===== config.mk =====
export PLATFORM = sky130hd
export DESIGN_NAME = alu_seq16
export DESIGN_NICKNAME = d
export VERILOG_FILES = /design/src/rtl/alu_seq16_pkg.sv /design/src/rtl/definitionsABC.sv /design/src/rtl/alu_seq16_ucode.sv /design/src/rtl/alu_seq16.sv
export SDC_FILE = /design/constraint.sdc
export NUM_CORES = 1
export LEC_CHECK = 0
export CAP_MARGIN = 10
export CORE_ASPECT_RATIO = 0.5
export CORE_MARGIN = 2
export CORE_UTILIZATION = 50
export CTS_BUF_LIST = sky130_fd_sc_hd__clkbuf_4
export DETAILED_ROUTE_END_ITERATION = 10
export PLACE_DENSITY = 0.79
export SYNTH_ARGS = -nofsm -noshare
export SYNTH_HDL_FRONTEND = slang
export SYNTH_SLANG_ARGS = --single-unit

===== constraint.sdc =====
create_clock -name CLK -period 2.8 [get_ports CLK]
set_clock_uncertainty 0.05 [all_clocks]
set_input_delay 0.42 -clock CLK [delete_from_list [all_inputs] [get_ports CLK]]
set_output_delay 0.42 -clock CLK [all_outputs]
set_load 0.02 [all_outputs]

===== src/rtl/alu_seq16_pkg.sv =====
// Shared types and constants for the 16-bit sequencer in front of the 8-bit ALU.
package alu_seq16_pkg;

  typedef enum logic [1:0] {
    SQ_ADD16 = 2'd0,
    SQ_SUB16 = 2'd1,
    SQ_XOR16 = 2'd2,
    SQ_SHL16 = 2'd3
  } sq_op_t;

  typedef enum logic [1:0] {
    IDLE = 2'd0,
    STEP = 2'd1,
    DONE = 2'd2
  } sq_state_t;

  typedef enum logic [2:0] {
    ASEL_ZERO,
    ASEL_A_LO,
    ASEL_A_HI,
    ASEL_R_LO,
    ASEL_R_HI
  } a_sel_t;

  typedef enum logic [2:0] {
    BSEL_ZERO,
    BSEL_B_LO,
    BSEL_B_HI,
    BSEL_A_LO,
    BSEL_A_HI,
    BSEL_C
  } b_sel_t;

  localparam logic [2:0] SQ_STEPS_ARITH = 3'd4;
  localparam logic [2:0] SQ_STEPS_LOGIC = 3'd2;

endpackage


===== src/rtl/definitionsABC.sv =====
// Opcode encoding of the shared 8-bit combinational ALU.
// Every block that drives the ALU takes its opcodes from here.
package definitionsABC;

  typedef logic [3:0] alu_op_t;

  localparam alu_op_t kADDL = 4'h0;
  localparam alu_op_t kSUB  = 4'h1;
  localparam alu_op_t kAND  = 4'h2;
  localparam alu_op_t kOR   = 4'h3;
  localparam alu_op_t kXOR  = 4'h4;
  localparam alu_op_t kBL   = 4'h8;
  localparam alu_op_t kBE   = 4'h9;
  localparam alu_op_t kSLG  = 4'hA;
  localparam alu_op_t kSLO  = 4'hB;
  localparam alu_op_t kSRG  = 4'hC;

endpackage


===== src/rtl/alu_seq16_ucode.sv =====
// Micro-sequence table: maps (request op, step) to the ALU opcode,
// operand/shift-in selects and the capture enables for that step.
module alu_seq16_ucode
  import definitionsABC::*;
  import alu_seq16_pkg::*;
(
  input  sq_op_t      op,
  input  logic [1:0]  step,
  output alu_op_t     alu_op,
  output a_sel_t      a_sel,
  output b_sel_t      b_sel,
  output logic        sc_from_c,
  output logic        cap_lo,
  output logic        cap_hi,
  output logic        cap_c_br,
  output logic        cap_c_sc
);

  always_comb begin
    alu_op    = kADDL;
    a_sel     = ASEL_ZERO;
    b_sel     = BSEL_ZERO;
    sc_from_c = 1'b0;
    cap_lo    = 1'b0;
    cap_hi    = 1'b0;
    cap_c_br  = 1'b0;
    cap_c_sc  = 1'b0;
    case (op)
      SQ_ADD16, SQ_SUB16: begin
        case (step)
          2'd0: begin
            alu_op = (op == SQ_ADD16) ? kADDL : kSUB;
            a_sel  = ASEL_A_LO;
            b_sel  = BSEL_B_LO;
            cap_lo = 1'b1;
          end
          2'd1: begin
            // Carry of the low add is R_lo < A_lo; borrow of the low sub is A_lo < B_lo.
            alu_op   = kBL;
            a_sel    = (op == SQ_ADD16) ? ASEL_R_LO : ASEL_A_LO;
            b_sel    = (op == SQ_ADD16) ? BSEL_A_LO : BSEL_B_LO;
            cap_c_br = 1'b1;
          end
          2'd2: begin
            alu_op = (op == SQ_ADD16) ? kADDL : kSUB;
            a_sel  = ASEL_A_HI;
            b_sel  = BSEL_B_HI;
            cap_hi = 1'b1;
          end
          default: begin
            alu_op = (op == SQ_ADD16) ? kADDL : kSUB;
            a_sel  = ASEL_R_HI;
            b_sel  = BSEL_C;
            cap_hi = 1'b1;
          end
        endcase
      end
      SQ_XOR16: begin
        alu_op = kXOR;
        if (step == 2'd0) begin
          a_sel  = ASEL_A_LO;
          b_sel  = BSEL_B_LO;
          cap_lo = 1'b1;
        end else if (step == 2'd1) begin
          a_sel  = ASEL_A_HI;
          b_sel  = BSEL_B_HI;
          cap_hi = 1'b1;
        end
      end
      default: begin
        if (step == 2'd0) begin
          alu_op   = kSLG;
          b_sel    = BSEL_A_LO;
          cap_lo   = 1'b1;
          cap_c_sc = 1'b1;
        end else if (step == 2'd1) begin
          alu_op    = kSLO;
          b_sel     = BSEL_A_HI;
          sc_from_c = 1'b1;
          cap_hi    = 1'b1;
        end
      end
    endcase
  end

endmodule


===== src/rtl/alu_seq16.sv =====
// 16-bit operation sequencer: runs one accepted request as a chain of 8-bit
// ALU steps and returns the 16-bit result with a one-cycle strobe.
module alu_seq16
  import definitionsABC::*;
  import alu_seq16_pkg::*;
(
  input  logic        CLK,
  input  logic        RESET_N,
  input  logic        REQ_VALID,
  output logic        REQ_READY,
  input  logic [1:0]  REQ_OP,
  input  logic [15:0] REQ_A,
  input  logic [15:0] REQ_B,
  output logic [3:0]  ALU_OP,
  output logic [7:0]  ALU_A,
  output logic [7:0]  ALU_B,
  output logic        ALU_SC_IN,
  input  logic [7:0]  ALU_OUT,
  input  logic        ALU_SC_OUT,
  input  logic        ALU_BR_FLAG,
  output logic        RES_VALID,
  output logic [15:0] RES_DATA
);

  sq_state_t   state;
  sq_op_t      op_q;
  logic [15:0] a_q, b_q;
  logic [1:0]  step_cnt;
  logic [7:0]  r_lo, r_hi;
  logic        c_q;

  alu_op_t     uc_op;
  a_sel_t      a_sel;
  b_sel_t      b_sel;
  logic        sc_from_c, cap_lo, cap_hi, cap_c_br, cap_c_sc;

  logic        in_step, last_step;
  logic [2:0]  n_steps;
  logic [7:0]  r_lo_nxt, r_hi_nxt;
  logic        c_nxt;

  alu_seq16_ucode u_ucode (
    .op        (op_q),
    .step      (step_cnt),
    .alu_op    (uc_op),
    .a_sel     (a_sel),
    .b_sel     (b_sel),
    .sc_from_c (sc_from_c),
    .cap_lo    (cap_lo),
    .cap_hi    (cap_hi),
    .cap_c_br  (cap_c_br),
    .cap_c_sc  (cap_c_sc)
  );

  always_comb begin
    in_step   = (state == STEP);
    n_steps   = (op_q == SQ_ADD16 || op_q == SQ_SUB16) ? SQ_STEPS_ARITH : SQ_STEPS_LOGIC;
    last_step = ({1'b0, step_cnt} == n_steps - 3'd1);
    r_lo_nxt  = (in_step && cap_lo) ? ALU_OUT : r_lo;
    r_hi_nxt  = (in_step && cap_hi) ? ALU_OUT : r_hi;
    c_nxt     = (in_step && cap_c_br) ? ALU_BR_FLAG :
                (in_step && cap_c_sc) ? ALU_SC_OUT  : c_q;
  end

  // ALU drive: idle values outside STEP, otherwise the registered operands.
  always_comb begin
    ALU_OP    = kADDL;
    ALU_A     = 8'h00;
    ALU_B     = 8'h00;
    ALU_SC_IN = 1'b0;
    if (in_step) begin
      ALU_OP    = uc_op;
      ALU_SC_IN = sc_from_c & c_q;
      case (a_sel)
        ASEL_A_LO: ALU_A = a_q[7:0];
        ASEL_A_HI: ALU_A = a_q[15:8];
        ASEL_R_LO: ALU_A = r_lo;
        ASEL_R_HI: ALU_A = r_hi;
        default:   ALU_A = 8'h00;
      endcase
      case (b_sel)
        BSEL_B_LO: ALU_B = b_q[7:0];
        BSEL_B_HI: ALU_B = b_q[15:8];
        BSEL_A_LO: ALU_B = a_q[7:0];
        BSEL_A_HI: ALU_B = a_q[15:8];
        BSEL_C:    ALU_B = {7'b0, c_q};
        default:   ALU_B = 8'h00;
      endcase
    end
  end

  always_ff @(posedge CLK or negedge RESET_N) begin
    if (!RESET_N) begin
      state     <= IDLE;
      REQ_READY <= 1'b1;
      RES_VALID <= 1'b0;
      RES_DATA  <= 16'h0000;
      op_q      <= SQ_ADD16;
      a_q       <= 16'h0000;
      b_q       <= 16'h0000;
      step_cnt  <= 2'd0;
      r_lo      <= 8'h00;
      r_hi      <= 8'h00;
      c_q       <= 1'b0;
    end else begin
      r_lo      <= r_lo_nxt;
      r_hi      <= r_hi_nxt;
      c_q       <= c_nxt;
      RES_VALID <= 1'b0;
      case (state)
        IDLE: begin
          if (REQ_VALID) begin
            op_q      <= sq_op_t'(REQ_OP);
            a_q       <= REQ_A;
            b_q       <= REQ_B;
            step_cnt  <= 2'd0;
            state     <= STEP;
            REQ_READY <= 1'b0;
          end
        end
        STEP: begin
          // The last step's capture lands on this same edge, so publish the next-values.
          if (last_step) begin
            state     <= DONE;
            RES_VALID <= 1'b1;
            RES_DATA  <= {r_hi_nxt, r_lo_nxt};
          end else begin
            step_cnt <= step_cnt + 2'd1;
          end
        end
        DONE: begin
          state     <= IDLE;
          REQ_READY <= 1'b1;
        end
        default: begin
          state     <= IDLE;
          REQ_READY <= 1'b1;
          step_cnt  <= 2'd0;
        end
      endcase
    end
  end

endmodule


==> impl_metrics.tcl <==
set metrics [dict create \
    hold_class "in -> async" \
    nets 457 \
    synth-edff-count 0 \
    vias_per_cell 5.70 \
    finalSetupTns_ns -1.89 \
    rsz0062_at_grt "true" \
    placedInstanceArea_mm2 0.00469 \
    syn-num-nets 327 \
    status "complete, but fails checks" \
    slew_headroom_pct 63.7 \
    synthTopCellsByArea "dfrtp_1 50%, mux2_2 23%, mux2i_1 3.1%, nor2_1 2.3%, a222oi_1 2.2%" \
    place_hpwl_um 6640 \
    vias 2863 \
    cts_buffer_depth 2 \
    dieArea_mm2 0.00789 \
    avgSynthCellArea_um2 13.0 \
    io_pins 86 \
    synthCells 276 \
    clock_latency_ns 0.45 \
    synth_seq_cells 73 \
    place_congestion 0.895 \
    p_leak_uw 0.00226 \
    final_common_cell "dfrtp_1" \
    reg2reg_from "step_cnt[1]$_DFFE_PN0P_" \
    startpoint_type "flip-flop" \
    drtPass1Iterations 6 \
    slew_viol_final 0 \
    cts_made_buffers 9 \
    finalHoldViolCount 0 \
    htree_levels 3 \
    cp_num_buf_inv 3 \
    p_per_area_mw_per_mm2 1390 \
    cp.required_ns 2.33 \
    async_flop_share_pct 100 \
    cap_violations 0 \
    clock_sinks 73 \
    worstSetupStartpoint "step_cnt[1]$_DFFE_PN0P_" \
    synth_ff_type "dfrtp_1" \
    design_area_mm2 0.00523 \
    synth_cell_types 45 \
    core_mm2 0.00681 \
    path_common_cell "buf_6" \
    grt_pass1_wl_um 15400 \
    layout_common_cells "71 x dfrtp_1, 69 x mux2_2, 64 x clkdlybuf4s50_1" \
    area.growth.synth_to_final_pct 46.2 \
    criticalPathCategory "reg -> out" \
    start_util_pct 52.6 \
    grt_max_degree 71 \
    dp_slack_ns -0.189 \
    arrival_ns 2.55 \
    grt_usage_pct 26.5 \
    die_x_um 124 \
    cts_tree "done" \
    failed_checks "setup timing" \
    rows 21 \
    yosysTopAreaCell "dfrtp_1" \
    grt_pass1_vias 2899 \
    worstMarginPinSlew_ns 0.544 \
    antenna_left 0 \
    yosysTopAreaCellShare_pct 50.3 \
    n_antenna_cell 0 \
    r2r_slack_ns 0.27 \
    syn_area_mm2 0.00358 \
    cp_slowest_cell "dfrtp_1" \
    cts-root-buf "clkbuf_4" \
    fmax_mhz 331 \
    grt_overflow_total 0 \
    drt-initial-drc-count 192 \
    antenna_found_initial 0 \
    cp_cell_sequence "inv_2 > ha_4 > and3_4 > a311oi_4 > buf_6 > mux2i_1 > nor2_1 > o21a_1 > buf_6" \
    die_y_um 63.8 \
    whs_ns 0.268 \
    wl_per_cell_um 19.9 \
    wirelength_um 10000 \
    io_buffers 85 \
    period_share_pct 108 \
    synth-seq-area-share_pct 51.1 \
    drive_above_1_share_pct 44.4 \
    ys.warnings.count 0 \
    critical_path_peak_fanout 8 \
    path_delay_family "compound AO/OA/AOI/OAI gates" \
    end_kind "primary output" \
    drc 0 \
    ir_drop_uv 798 \
    fin_crit_ns 3.02 \
    final_core_util_pct 76.9 \
    clk_pin_slew_ns 0.14 \
    max_stage_delay_ns 0.46 \
    finalSetupViolCount 16 \
    fin_ws_ns -0.218 \
]
## power breakdown
part / switching, uW / internal (uW)
sequential: 465 / 1600
clock: 402 / 453
combinational: 2060 / 2290
total: 2930 / 4350
## timing repair
action	in CTS	in global routing
hold buffers	1	0
gates resized for setup	129	11
cloned	1	0
hold endpoints to repair	36	0
pin swaps	30	20
setup buffers	14	2
endpoints found under the setup margin	19	18
## per-layer routing
metal / vias up / track usage [%] / wire [um]
met2: 116 / 39.4 / 4430
met4: 0 / 8.38 / 170
met5: - / 0 / 0
met3: 20 / 7.59 / 740
met1: 1434 / 37.5 / 4670
li1: 1293 / - / -
## final timing paths
| path | endpoint | cells past startpoint |
|---|---|---|
| setup reg to reg | RES_DATA[14]$_DFFE_PN0P_ | 9 |
| hold reg to reg | REQ_READY$_DFFE_PN1P_ | 2 |
| setup / recovery | ALU_B[7] | 9 |
| hold / removal | RES_DATA[15]$_DFFE_PN0P_ | 2 |
| max in group asynchronous | REQ_READY$_DFFE_PN1P_ | 3 |
| min in group CLK | REQ_READY$_DFFE_PN1P_ | 2 |
## cell type report
| cell class | instances | area, um^2 |
|---|---|---|
| Clock buffer | 9 | 67.6 |
| Clock inverter | 6 | 116 |
| Fill cell | 438 | 1570 |
| Inverter | 3 | 11.3 |
| Multi-Input combinational cell | 191 | 1880 |
| Sequential cell | 73 | 1830 |
| Tap cell | 92 | 115 |
| Timing Repair Buffer | 128 | 1210 |
## worst reg2reg max path: stages, from the launching register on
cell	delay [ns]
dfrtp_1	0.46
inv_2	0.09
ha_4	0.19
buf_6	0.14
buf_4	0.15
nor3_1	0.18
a21oi_1	0.07
nor2_2	0.40
mux2_2	0.42
mux2_2	0.26
## flip-flops by register name, indices dropped and copies added, names as in the netlist
signal     flops
REQ_READY      1
RES_DATA      16
RES_VALID      1
a_q           16
b_q           16
c_q            1
op_q           2
r_hi           8
r_lo           8
state          2
step_cnt       2
## metrics by stage
| stage | std cells | total power, uW |
|---|---|---|
| global route | 502 | 7650 |
| floorplan | 276 | 4290 |
| detailed placement | 470 | 5700 |
| global placement | 470 | 5610 |
| finish | 502 | 7280 |
| CTS | 500 | 7090 |
## cells by family after synthesis
group | after synthesis | share of synthesized area (%)
simple gates | 58 | 9.30
buf+inv | 13 | 2.10
fa+ha+maj | 4 | 1.40
compound gates | 42 | 9.58
flops | 73 | 51.1
mux | 84 | 26.0
xor+xnor | 2 | 0.490
## synthesized netlist by cell type, types with 2 or more instances
cell      instances
o21a_1            8
buf_6             2
dfrtp_1          72
ha_1              4
mux2i_1          11
nand2_1          10
nor3_1            6
o21ai_0           4
inv_1             3
mux2_2           73
a21oi_1           4
buf_2             6
nor2_2            2
xor2_1            2
a222oi_1          8
and3_1            2
o21ai_1           2
nor2_1           22
nand2b_1          3
a22o_1            7
Note: power is estimated with default switching activity, not from simulation.
